<file path="src/rtl/rv32i_lsu_pkg.sv">
// -----------------------------------------------------------------------------
// rv32i_lsu_pkg
//
// Shared encodings for the rv32i load/store unit. These are the same memory
// operation, read-type and write-mask codes the core's decoder emits. They are
// collected here so the LSU, its alignment helper and the bench all import one
// definition.
//
// Contents:
//   MEM_OP_*   2-bit memory operation selector (none / load / store)
//   MEM_RD_*   3-bit load type (funct3 encoding: signed at 0..2, unsigned at 4..5)
//   MEM_WR_*   4-bit unshifted store byte mask
//   lsu_ctx_t  per-access context latched when a request is issued
// -----------------------------------------------------------------------------
package rv32i_lsu_pkg;

    localparam logic [1:0] MEM_OP_NONE  = 2'd0;
    localparam logic [1:0] MEM_OP_LOAD  = 2'd1;
    localparam logic [1:0] MEM_OP_STORE = 2'd2;

    localparam logic [2:0] MEM_RD_BYTE = 3'd0;
    localparam logic [2:0] MEM_RD_HALF = 3'd1;
    localparam logic [2:0] MEM_RD_WORD = 3'd2;
    localparam logic [2:0] MEM_RD_B_U  = 3'd4;
    localparam logic [2:0] MEM_RD_H_U  = 3'd5;

    localparam logic [3:0] MEM_WR_BYTE = 4'b0001;
    localparam logic [3:0] MEM_WR_HALF = 4'b0011;
    localparam logic [3:0] MEM_WR_WORD = 4'b1111;

    // What the WAIT state needs to finish a load once memory answers.
    typedef struct packed {
        logic       is_load;
        logic [2:0] rd_type;
        logic [1:0] addr_lo;
    } lsu_ctx_t;

endpackage : rv32i_lsu_pkg

</file>
<file path="src/rtl/rv32i_lsu_if.sv">
// -----------------------------------------------------------------------------
// rv32i_lsu_if
//
// Data memory port between the LSU (master) and the data memory (slave).
// A request is held on req/addr/wmask/write until the memory raises valid for
// one cycle; for loads, read carries the addressed word in that same cycle.
//
// Signals:
//   data_mem_req    master->slave  access request
//   data_mem_addr   master->slave  word-aligned byte address, DMEM_WIDTH bits
//   data_mem_wmask  master->slave  byte write enables (0 for loads)
//   data_mem_write  master->slave  lane-shifted store data (0 for loads)
//   data_mem_read   slave->master  read word
//   data_mem_valid  slave->master  load data valid / store committed
// -----------------------------------------------------------------------------
interface rv32i_lsu_if #(
    parameter int DMEM_WIDTH = 16
);

    logic                  data_mem_req;
    logic [DMEM_WIDTH-1:0] data_mem_addr;
    logic [3:0]            data_mem_wmask;
    logic [31:0]           data_mem_write;
    logic [31:0]           data_mem_read;
    logic                  data_mem_valid;

    modport master (
        output data_mem_req,
        output data_mem_addr,
        output data_mem_wmask,
        output data_mem_write,
        input  data_mem_read,
        input  data_mem_valid
    );

    modport slave (
        input  data_mem_req,
        input  data_mem_addr,
        input  data_mem_wmask,
        input  data_mem_write,
        output data_mem_read,
        output data_mem_valid
    );

endinterface : rv32i_lsu_if

</file>
<file path="src/rtl/rv32i_lsu_dmem_align.sv">
// -----------------------------------------------------------------------------
// rv32i_lsu_dmem_align
//
// Purely combinational byte-lane logic for the LSU.
//   - Store side: shifts store data and byte mask into the lanes selected by
//     the low address bits of the incoming request.
//   - Load side: shifts the returned word down by the latched byte offset and
//     sign- or zero-extends it according to the latched load type.
//   - Flags a misaligned incoming request (halfword on an odd address, word on
//     any non-multiple of four). Byte accesses are never misaligned.
//
// Ports:
//   op_i, rd_type_i, wr_mask_i, addr_lo_i, wdata_i   incoming request (IDLE)
//   ld_type_i, ld_addr_lo_i, rword_i                 latched load + memory word
//   st_wmask_o, st_wdata_o                           lane-aligned store outputs
//   ld_data_o                                        extended load result
//   misaligned_o                                     incoming request misaligned
// -----------------------------------------------------------------------------
module rv32i_lsu_dmem_align
    import rv32i_lsu_pkg::*;
(
    input  logic [1:0]  op_i,
    input  logic [2:0]  rd_type_i,
    input  logic [3:0]  wr_mask_i,
    input  logic [1:0]  addr_lo_i,
    input  logic [31:0] wdata_i,
    input  logic [2:0]  ld_type_i,
    input  logic [1:0]  ld_addr_lo_i,
    input  logic [31:0] rword_i,
    output logic [3:0]  st_wmask_o,
    output logic [31:0] st_wdata_o,
    output logic [31:0] ld_data_o,
    output logic        misaligned_o
);

    logic [31:0] ld_shifted;

    assign st_wdata_o = wdata_i << {addr_lo_i, 3'b000};
    assign st_wmask_o = wr_mask_i << addr_lo_i;
    assign ld_shifted = rword_i >> {ld_addr_lo_i, 3'b000};

    // NOTE: every output of an always_comb gets a default before the case so
    // that an unlisted encoding cannot leave it unassigned and infer a latch.
    always_comb begin
        ld_data_o = ld_shifted;
        unique case (ld_type_i)
            MEM_RD_BYTE: ld_data_o = {{24{ld_shifted[7]}}, ld_shifted[7:0]};
            MEM_RD_B_U:  ld_data_o = {24'h000000, ld_shifted[7:0]};
            MEM_RD_HALF: ld_data_o = {{16{ld_shifted[15]}}, ld_shifted[15:0]};
            MEM_RD_H_U:  ld_data_o = {16'h0000, ld_shifted[15:0]};
            default:     ld_data_o = ld_shifted;
        endcase
    end

    // Loads are judged by their read type, stores by their write mask; the
    // other field is don't-care for that operation.
    always_comb begin
        misaligned_o = 1'b0;
        if (op_i == MEM_OP_LOAD) begin
            unique case (rd_type_i)
                MEM_RD_HALF, MEM_RD_H_U: misaligned_o = addr_lo_i[0];
                MEM_RD_WORD:             misaligned_o = (addr_lo_i != 2'b00);
                default:                 misaligned_o = 1'b0;
            endcase
        end else if (op_i == MEM_OP_STORE) begin
            unique case (wr_mask_i)
                MEM_WR_HALF: misaligned_o = addr_lo_i[0];
                MEM_WR_WORD: misaligned_o = (addr_lo_i != 2'b00);
                default:     misaligned_o = 1'b0;
            endcase
        end
    end

endmodule : rv32i_lsu_dmem_align

</file>
<file path="src/rtl/rv32i_lsu.sv">
// -----------------------------------------------------------------------------
// rv32i_lsu
//
// Load/store unit between the core FSM and the data memory. Accepts one access
// per start pulse while idle, issues it on the data memory port and holds the
// request until the memory acknowledges or a bounded wait expires. Every
// access, including no-ops and rejected misaligned ones, ends with a one-cycle
// done pulse; the core raises any trap from the held misaligned/timeout flags.
//
// Parameters:
//   DMEM_WIDTH  data memory address width in bits
//   MAX_WAIT    extra wait cycles tolerated before timeout (0..255)
//
// Ports:
//   clk, reset                 clock, synchronous active-high reset
//   start_i                    access request, sampled only in IDLE
//   mem_op_i                   MEM_OP_NONE / LOAD / STORE
//   mem_read_type_i            MEM_RD_* load type
//   mem_write_mask_i           unshifted MEM_WR_* store mask
//   addr_i                     effective byte address
//   wdata_i                    right-aligned store data
//   busy_o                     access in flight on the memory port
//   done_o                     one-cycle completion pulse
//   rdata_o                    extended load result, held until next start
//   misaligned_o, timeout_o    completion status, held until next start
//   dmem                       data memory port (master side)
// -----------------------------------------------------------------------------
module rv32i_lsu
    import rv32i_lsu_pkg::*;
#(
    parameter int DMEM_WIDTH = 16,
    parameter int MAX_WAIT   = 15
) (
    input  logic               clk,
    input  logic               reset,
    input  logic               start_i,
    input  logic [1:0]         mem_op_i,
    input  logic [2:0]         mem_read_type_i,
    input  logic [3:0]         mem_write_mask_i,
    input  logic [31:0]        addr_i,
    input  logic [31:0]        wdata_i,
    output logic               busy_o,
    output logic               done_o,
    output logic [31:0]        rdata_o,
    output logic               misaligned_o,
    output logic               timeout_o,
    rv32i_lsu_if.master        dmem
);

    localparam int CNT_W = (MAX_WAIT > 0) ? $clog2(MAX_WAIT + 1) : 1;
    localparam logic [CNT_W-1:0] CNT_MAX = CNT_W'(MAX_WAIT);

    typedef enum logic [1:0] {
        ST_IDLE = 2'd0,
        ST_WAIT = 2'd1,
        ST_DONE = 2'd2
    } state_e;

    state_e                state_q;
    lsu_ctx_t              ctx_q;
    logic [CNT_W-1:0]      cnt_q;
    logic                  busy_q;
    logic                  done_q;
    logic [31:0]           rdata_q;
    logic                  misaligned_q;
    logic                  timeout_q;
    logic                  req_q;
    logic [DMEM_WIDTH-1:0] addr_q;
    logic [3:0]            wmask_q;
    logic [31:0]           write_q;

    logic [3:0]            st_wmask;
    logic [31:0]           st_wdata;
    logic [31:0]           ld_data;
    logic                  req_misaligned;

    rv32i_lsu_dmem_align u_align (
        .op_i         (mem_op_i),
        .rd_type_i    (mem_read_type_i),
        .wr_mask_i    (mem_write_mask_i),
        .addr_lo_i    (addr_i[1:0]),
        .wdata_i      (wdata_i),
        .ld_type_i    (ctx_q.rd_type),
        .ld_addr_lo_i (ctx_q.addr_lo),
        .rword_i      (dmem.data_mem_read),
        .st_wmask_o   (st_wmask),
        .st_wdata_o   (st_wdata),
        .ld_data_o    (ld_data),
        .misaligned_o (req_misaligned)
    );

    // Memory is smaller than the 32-bit address space; the upper bits of the
    // effective address are deliberately dropped.
    if (DMEM_WIDTH < 32) begin : g_addr_trunc
        logic unused_addr_hi;
        assign unused_addr_hi = ^addr_i[31:DMEM_WIDTH];
    end

    // NOTE: all state lives in one clocked block using non-blocking
    // assignments, so every register samples the pre-edge value of every
    // other register regardless of statement order.
    always_ff @(posedge clk) begin
        if (reset) begin
            state_q      <= ST_IDLE;
            ctx_q        <= '0;
            cnt_q        <= '0;
            busy_q       <= 1'b0;
            done_q       <= 1'b0;
            rdata_q      <= '0;
            misaligned_q <= 1'b0;
            timeout_q    <= 1'b0;
            req_q        <= 1'b0;
            addr_q       <= '0;
            wmask_q      <= '0;
            write_q      <= '0;
        end else begin
            unique case (state_q)
                ST_IDLE: begin
                    if (start_i) begin
                        misaligned_q <= 1'b0;
                        timeout_q    <= 1'b0;
                        if (mem_op_i == MEM_OP_NONE) begin
                            state_q <= ST_DONE;
                            done_q  <= 1'b1;
                        end else if (req_misaligned) begin
                            // Rejected before touching memory; the core traps.
                            state_q      <= ST_DONE;
                            done_q       <= 1'b1;
                            misaligned_q <= 1'b1;
                        end else begin
                            state_q       <= ST_WAIT;
                            busy_q        <= 1'b1;
                            req_q         <= 1'b1;
                            cnt_q         <= '0;
                            ctx_q.is_load <= (mem_op_i == MEM_OP_LOAD);
                            ctx_q.rd_type <= mem_read_type_i;
                            ctx_q.addr_lo <= addr_i[1:0];
                            addr_q        <= {addr_i[DMEM_WIDTH-1:2], 2'b00};
                            if (mem_op_i == MEM_OP_STORE) begin
                                wmask_q <= st_wmask;
                                write_q <= st_wdata;
                            end else begin
                                wmask_q <= 4'b0000;
                                write_q <= '0;
                            end
                        end
                    end
                end

                ST_WAIT: begin
                    // An ack on the last allowed cycle still wins over timeout.
                    if (dmem.data_mem_valid || (cnt_q == CNT_MAX)) begin
                        state_q <= ST_DONE;
                        busy_q  <= 1'b0;
                        done_q  <= 1'b1;
                        req_q   <= 1'b0;
                        wmask_q <= 4'b0000;
                        write_q <= '0;
                        if (dmem.data_mem_valid) begin
                            if (ctx_q.is_load) begin
                                rdata_q <= ld_data;
                            end
                        end else begin
                            timeout_q <= 1'b1;
                            rdata_q   <= '0;
                        end
                    end else begin
                        cnt_q <= cnt_q + 1'b1;
                    end
                end

                ST_DONE: begin
                    state_q <= ST_IDLE;
                    done_q  <= 1'b0;
                end

                default: begin
                    state_q <= ST_IDLE;
                    busy_q  <= 1'b0;
                    done_q  <= 1'b0;
                    req_q   <= 1'b0;
                    wmask_q <= 4'b0000;
                    write_q <= '0;
                end
            endcase
        end
    end

    assign busy_o         = busy_q;
    assign done_o         = done_q;
    assign rdata_o        = rdata_q;
    assign misaligned_o   = misaligned_q;
    assign timeout_o      = timeout_q;

    assign dmem.data_mem_req   = req_q;
    assign dmem.data_mem_addr  = addr_q;
    assign dmem.data_mem_wmask = wmask_q;
    assign dmem.data_mem_write = write_q;

endmodule : rv32i_lsu

</file>
<file path="src/flat_wrapper.sv">
// flat-port wrapper written by rule: the top's interface ports become plain ports
module rv32i_lsu_flat import rv32i_lsu_pkg::*;
#(
    parameter int DMEM_WIDTH = 16,
    parameter int MAX_WAIT   = 15
)
  (clk, reset, start_i, mem_op_i, mem_read_type_i, mem_write_mask_i, addr_i, wdata_i, busy_o, done_o, rdata_o, misaligned_o, timeout_o, dmem_data_mem_req, dmem_data_mem_addr, dmem_data_mem_wmask, dmem_data_mem_write, dmem_data_mem_read, dmem_data_mem_valid);
  rv32i_lsu_if #(.DMEM_WIDTH(DMEM_WIDTH)) dmem_i ();
  input  logic clk;
  input  logic reset;
  input  logic start_i;
  input  logic [1:0] mem_op_i;
  input  logic [2:0] mem_read_type_i;
  input  logic [3:0] mem_write_mask_i;
  input  logic [31:0] addr_i;
  input  logic [31:0] wdata_i;
  output logic busy_o;
  output logic done_o;
  output logic [31:0] rdata_o;
  output logic misaligned_o;
  output logic timeout_o;
  output wire logic [$bits(dmem_i.data_mem_req)-1:0] dmem_data_mem_req;
  output wire logic [$bits(dmem_i.data_mem_addr)-1:0] dmem_data_mem_addr;
  output wire logic [$bits(dmem_i.data_mem_wmask)-1:0] dmem_data_mem_wmask;
  output wire logic [$bits(dmem_i.data_mem_write)-1:0] dmem_data_mem_write;
  input wire logic [$bits(dmem_i.data_mem_read)-1:0] dmem_data_mem_read;
  input wire logic [$bits(dmem_i.data_mem_valid)-1:0] dmem_data_mem_valid;
  assign dmem_data_mem_req = dmem_i.data_mem_req;
  assign dmem_data_mem_addr = dmem_i.data_mem_addr;
  assign dmem_data_mem_wmask = dmem_i.data_mem_wmask;
  assign dmem_data_mem_write = dmem_i.data_mem_write;
  assign dmem_i.data_mem_read = dmem_data_mem_read;
  assign dmem_i.data_mem_valid = dmem_data_mem_valid;
  rv32i_lsu #(.DMEM_WIDTH(DMEM_WIDTH), .MAX_WAIT(MAX_WAIT)) u_core (.clk(clk), .reset(reset), .start_i(start_i), .mem_op_i(mem_op_i), .mem_read_type_i(mem_read_type_i), .mem_write_mask_i(mem_write_mask_i), .addr_i(addr_i), .wdata_i(wdata_i), .busy_o(busy_o), .done_o(done_o), .rdata_o(rdata_o), .misaligned_o(misaligned_o), .timeout_o(timeout_o), .dmem(dmem_i));
endmodule
</file>
<file path="config.mk">
export PLATFORM = sky130hd
export DESIGN_NAME = rv32i_lsu_flat
export DESIGN_NICKNAME = d
export VERILOG_FILES = /design/src/rtl/rv32i_lsu_pkg.sv /design/src/rtl/rv32i_lsu_if.sv /design/src/rtl/rv32i_lsu_dmem_align.sv /design/src/rtl/rv32i_lsu.sv /design/src/flat_wrapper.sv
export SDC_FILE = /design/constraint.sdc
export NUM_CORES = 1
export LEC_CHECK = 0
export CORE_UTILIZATION = 42
export CTS_BUF_LIST = sky130_fd_sc_hd__clkbuf_4 sky130_fd_sc_hd__clkbuf_8
export CTS_CLUSTER_SIZE = 8
export DETAILED_ROUTE_END_ITERATION = 7
export GPL_ROUTABILITY_DRIVEN = 0
export PLACE_DENSITY_LB_ADDON = 0.25
export SLEW_MARGIN = 20
export SYNTH_ARGS = -nofsm -noshare
export SYNTH_HDL_FRONTEND = slang
export SYNTH_SLANG_ARGS = --single-unit
</file>
<file path="constraint.sdc">
create_clock -name clk -period 3.45 [get_ports clk]
set_input_delay 0.5175 -clock clk [delete_from_list [all_inputs] [get_ports clk]]
set_output_delay 0.5175 -clock clk [all_outputs]
set_load 0.02 [all_outputs]
</file>
==> impl_metrics.env, run 1 <==
export IMPL_ioPinCount=198
export IMPL_yosysSeqAreaShare_pct=43.6
export IMPL_critPathSlowestCell="clkdlybuf4s50_1"
export IMPL_worst_pin_slew_ns=1.01
export IMPL_async_flop_share_pct=0
export IMPL_die_h_um=106
export IMPL_synth_edff_count=0
export IMPL_hold_class="reg2reg"
export IMPL_irDropWorstVdd_mv=0.278
export IMPL_numPortBuffers=179
export IMPL_finalNonFillerCells=764
export IMPL_dp_cells=748
export IMPL_final_cell_mix="clkdlybuf4s50_1 (177), dfxtp_1 (98), mux2i_1 (54), o21ai_0 (41), nor2_1 (39)"
export IMPL_netlist_area_sq_um=4500
export IMPL_dp_worst_setup_slack_ns=0.551
export IMPL_die_w_um=106
export IMPL_status="completed"
export IMPL_maxCapViolations=0
export IMPL_ctsHoldBuffers=0
export IMPL_diodes=0
export IMPL_fin_ws_ns=0.923
export IMPL_grt_use_met1_pct=29.5
export IMPL_met2_usage_pct=41.1
export IMPL_final_layout_size_suffix_gt1_share_pct=12.7
export IMPL_clockRootBuffer="clkbuf_8"
export IMPL_hp_start="u_core.rdata_o[15]"
export IMPL_finalWirelength_mm=13.6
export IMPL_viasPerCell=5.58
export IMPL_dp_hpwl_mm=9.84
export IMPL_final_common_cell="clkdlybuf4s50_1"
export IMPL_first_pass_iters=6
export IMPL_r2r_cells=4
export IMPL_critPathLaunchType="input pin"
export IMPL_setup_tns_ns=0
export IMPL_cp_required_ns=3.77
export IMPL_synth_ff_type="dfxtp_1"
export IMPL_ys_ff_latch=98
export IMPL_drt_iter0_drc=188
export IMPL_worstReg2RegStart="u_core.ctx_q[1]"
export IMPL_max_stage_delay_ns=0.53
export IMPL_period_share_pct=73.2
export IMPL_r2r_setup_slack_ns=1.15
export IMPL_power_density_nw_per_um2=373
export IMPL_worst_clock_skew_ns=0.00868
export IMPL_nets=733
export IMPL_top_usage_layer="met2"
export IMPL_cts_buffer_depth=2
export IMPL_min_path_cells=2
export IMPL_path_cells="clkdlybuf4s50_1, or3b_4, a2111oi_4, nor2_2, a211oi_4, buf_4, a22o_2"
export IMPL_hold_viol_final=0
export IMPL_slew_limit_headroom_pct=32.4
export IMPL_clkTransAtPathRegs_ns=0.10
export IMPL_worst_path_stages=7
export IMPL_ys_types=50
export IMPL_h_tree_depth=3
export IMPL_ant_nets=0
export IMPL_cts_setup_buffers=0
export IMPL_cts_num_sinks=98
export IMPL_num_fill_cells=915
export IMPL_initial_core_util_pct=43.4
export IMPL_cp_arrival_ns=2.84
export IMPL_grt_total_usage_pct=24.3
export IMPL_grt_max_degree=59
export IMPL_leakage_nw=2.48
export IMPL_fmax_mhz=396
export IMPL_routedWlPerCell_um=17.7
export IMPL_cp_max_fo=37
export IMPL_grt_pass1_vias=4294
export IMPL_whs_ns=0.463
export IMPL_grtUsageMet3_pct=6.99
export IMPL_core_area_sq_um=10400
export IMPL_ctsResizeCount=0
export IMPL_r2r_end="u_core.rdata_o[28]"
export IMPL_setup_viol_count_final=0
export IMPL_numCtsBuffers=9
export IMPL_yosys_warnings=0
export IMPL_grt_pass1_wl_mm=21.4
export IMPL_grt_antenna_before_repair=0
export IMPL_die_area_sq_um=11100
export IMPL_overflow=0
export IMPL_fin_crit_ns=2.53
export IMPL_hold_end="u_core.rdata_o[15]"
export IMPL_critPathCaptureType="register"
export IMPL_post_route_drc_count=0
export IMPL_cts_tree="done"
export IMPL_rows=37
export IMPL_rsz0062_at_grt="false"
export IMPL_final_max_slew_violation_count=0
export IMPL_postLayoutCellArea_sq_um=6570
export IMPL_placed_cell_area_sq_um=6370
export IMPL_worst_setup_path_type="in2reg"
export IMPL_num_vias=4264
export IMPL_area_growth_pct=46.1
export IMPL_syn_area_per_cell_sq_um=9.81
export IMPL_synth_cells=459
export IMPL_path_buf_inv=2
export IMPL_clock_latency_ns=0.36
export IMPL_crit_family="buffers and inverters"
layout make-up:
cell class | count | area [sq um] | share of cell area [%]
clock buffers | 9 | 124 | 1.88
clock inverters | 7 | 83.8 | 1.28
inverters | 2 | 7.51 | 0.114
multi-input cells | 321 | 2340 | 35.6
flip-flops and latches | 98 | 1960 | 29.8
well taps | 136 | 170 | 2.59
repair buffers | 191 | 1880 | 28.7
sequential cells by signal, indices dropped and copies added (netlist names):
register                    cells
u_core.dmem.data_mem_addr      14
u_core.misaligned_o             1
u_core.dmem.data_mem_req        1
u_core.rdata_o                 32
u_core.timeout_o                1
u_core.done_o                   1
u_core.ctx_q                    6
u_core.cnt_q                    4
u_core.dmem.data_mem_wmask      4
u_core.dmem.data_mem_write     32
u_core.state_q                  2
report_power, final:
group | internal [mW] | switching [mW]
Combinational | 0.242 | 0.230
Sequential | 1.16 | 0.0296
Clock | 0.351 | 0.438
Total | 1.76 | 0.698
metrics by stage:
step           total power [mW]  util [%]
4_1_cts                    2.47      63.4
2_1_floorplan              1.46         -
5_1_grt                    2.57      63.4
6_report                   2.45      63.4
3_3_place_gp               1.68      61.4
3_5_place_dp               1.69      61.4
cell families after synthesis:
family | after synthesis | synth area share (%)
AO/OA/AOI/OAI | 153 | 25.3
flip-flops | 98 | 43.6
AND/OR/NAND/NOR | 98 | 10.9
multiplexers | 64 | 14.8
buffers and inverters | 41 | 4.45
XOR/XNOR | 3 | 0.584
adder cells (fa/ha/maj) | 1 | 0.278
other | 1 | 0.0833
worst max-delay path by stage:
stage / slack (ns) / endpoint / start
finish: 0.92 / u_core.dmem.data_mem_write[22] / mem_read_type_i[1]
global route: 0.82 / u_core.dmem.data_mem_addr[8] / mem_read_type_i[1]
CTS: 0.93 / u_core.dmem.data_mem_write[22] / mem_read_type_i[1]
detailed placement: 0.55 / u_core.dmem.data_mem_write[22] / mem_read_type_i[1]
global placement: 0.58 / u_core.dmem.data_mem_write[21] / mem_read_type_i[1]
floorplan: 1.26 / u_core.dmem.data_mem_wmask[0] / mem_read_type_i[2]
per-layer routing:
layer | part of all wire [%] | vias up
li1 | - | 2036
met1 | 42 | 2040
met2 | 48 | 173
met3 | 8.4 | 15
met4 | 1.3 | 0
met5 | 0 | -
cell usage after synthesis, types with 2 or more instances:
library cell | number | share of area, %
buf_1 | 4 | 0.33
o22ai_1 | 9 | 1.3
buf_2 | 10 | 1.1
a211oi_1 | 3 | 0.50
dfxtp_1 | 98 | 44
or3b_2 | 2 | 0.39
or2_2 | 3 | 0.42
a22o_2 | 27 | 6.0
nand2_1 | 13 | 1.1
inv_1 | 2 | 0.17
mux2i_1 | 54 | 12
o2bb2ai_1 | 10 | 1.9
nand3_1 | 12 | 1.3
a21oi_1 | 13 | 1.4
mux2_2 | 9 | 2.3
nand2b_1 | 6 | 0.83
and3_1 | 2 | 0.28
nor3_1 | 3 | 0.33
nor2_1 | 39 | 3.3
clkbuf_1 | 19 | 1.6
xor2_1 | 2 | 0.39
buf_4 | 3 | 0.50
a22oi_1 | 33 | 5.5
or4_1 | 2 | 0.33
o21ai_0 | 41 | 4.6
a22o_1 | 7 | 1.4
nor2b_1 | 8 | 1.1
buf_6 | 3 | 0.75
tightest hold or removal path, stage by stage, from the launching register on:
cell     delay, ns
dfxtp_1       0.33
nand2_1       0.05
a21oi_1       0.05
Note: power is estimated with default switching activity, not from simulation.
==> run 2, diff against run 1 <==
--- a/config.mk
+++ b/config.mk
@@ -5,7 +5,7 @@
 export SDC_FILE = /design/constraint.sdc
 export NUM_CORES = 1
 export LEC_CHECK = 0
-export CORE_UTILIZATION = 42
+export CORE_UTILIZATION = 39
 export CTS_BUF_LIST = sky130_fd_sc_hd__clkbuf_4 sky130_fd_sc_hd__clkbuf_8
 export CTS_CLUSTER_SIZE = 8
 export DETAILED_ROUTE_END_ITERATION = 7
==> constraint.sdc (replaced) <==
create_clock -name clk -period 2.2 [get_ports clk]
set_input_delay 0.33 -clock clk [delete_from_list [all_inputs] [get_ports clk]]
set_output_delay 0.33 -clock clk [all_outputs]
set_load 0.02 [all_outputs]
==> impl_metrics.env, run 2 (synthesis gave the netlist of run 1 again) <==
export IMPL_status="completed"
export IMPL_core_area_sq_um=11000
export IMPL_die_area_sq_um=12000
export IMPL_ioPinCount=198
export IMPL_hold_viol_final=0
export IMPL_irDropWorstVdd_mv=0.348
export IMPL_final_layout_size_suffix_gt1_share_pct=17.3
export IMPL_cp_required_ns=2.50
export IMPL_fin_crit_ns=2.16
export IMPL_hp_start="reset"
export IMPL_worst_clock_skew_ns=0.0136
export IMPL_hold_end="u_core.timeout_o"
export IMPL_setup_viol_count_final=0
export IMPL_dp_hpwl_mm=10.3
export IMPL_min_path_cells=2
export IMPL_hold_class="in2reg"
export IMPL_path_buf_inv=3
export IMPL_setup_tns_ns=0
export IMPL_r2r_end="u_core.dmem.data_mem_write[11]"
export IMPL_r2r_cells=8
export IMPL_critPathSlowestCell="clkdlybuf4s50_1"
export IMPL_clkTransAtPathRegs_ns=0.10
export IMPL_routedWlPerCell_um=17.5
export IMPL_worst_pin_slew_ns=0.653
export IMPL_area_growth_pct=55.0
export IMPL_grt_total_usage_pct=23.1
export IMPL_period_share_pct=98.3
export IMPL_cp_max_fo=18
export IMPL_die_h_um=109
export IMPL_critPathCaptureType="register"
export IMPL_leakage_nw=2.69
export IMPL_finalWirelength_mm=14.1
export IMPL_rows=38
export IMPL_worstReg2RegStart="u_core.cnt_q[0]"
export IMPL_viasPerCell=5.43
export IMPL_final_cell_mix="clkdlybuf4s50_1 (177), dfxtp_1 (98), mux2i_1 (54), o21ai_0 (41), nor2_1 (39)"
export IMPL_die_w_um=109
export IMPL_post_route_drc_count=0
export IMPL_worst_setup_path_type="in2reg"
export IMPL_dp_worst_setup_slack_ns=-0.555
export IMPL_grt_pass1_vias=4268
export IMPL_cts_buffer_depth=2
export IMPL_cts_num_sinks=98
export IMPL_overflow=0
export IMPL_drt_iter0_drc=194
export IMPL_slew_limit_headroom_pct=56.5
export IMPL_fin_ws_ns=0.0383
export IMPL_numCtsBuffers=9
export IMPL_num_vias=4359
export IMPL_seqCellArea_sq_um=1960
export IMPL_diodes=0
export IMPL_grt_antenna_before_repair=0
export IMPL_path_cells="clkdlybuf4s50_1, or3b_4, a2111oi_4, nor2_2, a211oi_4, buf_4, clkbuf_16, o2bb2ai_1"
export IMPL_max_stage_delay_ns=0.50
export IMPL_fmax_mhz=463
export IMPL_numPortBuffers=179
export IMPL_h_tree_depth=3
export IMPL_clockRootBuffer="clkbuf_8"
export IMPL_num_fill_cells=924
export IMPL_cp_arrival_ns=2.47
export IMPL_cts_tree="done"
export IMPL_crit_family="buffers and inverters"
export IMPL_maxCapViolations=0
export IMPL_final_max_slew_violation_count=0
export IMPL_initial_core_util_pct=40.8
export IMPL_rsz0062_at_grt="false"
export IMPL_ant_nets=0
export IMPL_multi_input_area_sq_um=2350
export IMPL_first_pass_iters=6
export IMPL_final_common_cell="clkdlybuf4s50_1"
export IMPL_critPathLaunchType="input pin"
export IMPL_grt_max_degree=38
export IMPL_clock_latency_ns=0.37
export IMPL_nets=768
export IMPL_power_density_nw_per_um2=567
export IMPL_r2r_setup_slack_ns=0.13
export IMPL_grt_pass1_wl_mm=21.3
-- run 2: cell types whose count changed in the layout (fill, tap and decap cells not counted) --
cell and delta:
clkbuf_16 +2, inv_8 -1, buf_12 +7, nor3b_4 +1
buf_4 +26, or3b_4 +1, clkinvlp_4 +1, clkbuf_8 +1
or3b_2 -1, nor3b_2 -1, clkinv_4 -1
-- run 2: worst max path at each step --
stage                                    from                             end  slack (ns)  depth (start not counted)
after floorplan               u_core.cnt_q[0]   u_core.dmem.data_mem_wmask[0]        0.11                          8
after global placement    mem_write_mask_i[3]  u_core.dmem.data_mem_write[18]       -0.50                          6
after detailed placement  mem_write_mask_i[3]  u_core.dmem.data_mem_write[27]       -0.55                          6
after CTS                  mem_read_type_i[1]               u_core.state_q[1]       0.006                          6
after global routing       mem_read_type_i[1]   u_core.dmem.data_mem_write[1]       0.005                          8
final                      mem_read_type_i[1]  u_core.dmem.data_mem_write[11]        0.04                          8
-- run 2: metrics by stage --
step	power, mW	utilization, %	hold WS (ns)	std cells	instance area (sq um)
2_1_floorplan	2.30	-	0.440	460	4500
3_5_place_dp	2.72	60.4	0.446	781	6660
5_1_grt	4.14	63.2	0.347	803	6970
6_report	3.96	63.2	0.328	803	6970
4_1_cts	3.95	62.4	0.315	797	6880
3_3_place_gp	2.70	60.4	0.448	781	6660
-- run 2: power by group --
part           switching, mW  internal [mW]  leakage [nW]
clock network          0.663          0.571         0.105
logic                  0.396          0.462          1.79
registers             0.0388           1.82         0.794
-- run 2: timing repair --
action / 4_1_cts / 5_1_grt
cloned: 0 / 2
pin swaps: 0 / 1
gates resized for setup: 1 / 1
endpoints found under the setup margin: 19 / 28
setup buffers: 0 / 4
hold endpoints to repair: 0 / 0
hold buffers: 0 / 0
-- run 2: per-layer routing --
layer / wire length, um / vias to the layer above / GRT usage (%)
met5: 0 / - / 0
met4: 203 / 0 / 8.00
met3: 1050 / 13 / 4.98
met2: 6730 / 176 / 38.5
met1: 6080 / 2068 / 29.5
li1: - / 2102 / -
-- run 2: cell type report --
type | count | area share, %
flip-flops and latches | 98 | 28.1
repair buffers | 226 | 32.5
well taps | 140 | 2.51
inverters | 2 | 0.108
clock buffers | 10 | 1.97
clock inverters | 6 | 1.02
multi-input cells | 321 | 33.7
==> run 3, diff against run 2 <==
--- a/config.mk
+++ b/config.mk
@@ -5,6 +5,7 @@
 export SDC_FILE = /design/constraint.sdc
 export NUM_CORES = 1
 export LEC_CHECK = 0
+export ABC_CLOCK_PERIOD_IN_PS = 2200
 export CORE_UTILIZATION = 39
 export CTS_BUF_LIST = sky130_fd_sc_hd__clkbuf_4 sky130_fd_sc_hd__clkbuf_8
 export CTS_CLUSTER_SIZE = 8
==> results of run 3 <==
Final layout, timing and power as in run 2 (identical DEF).
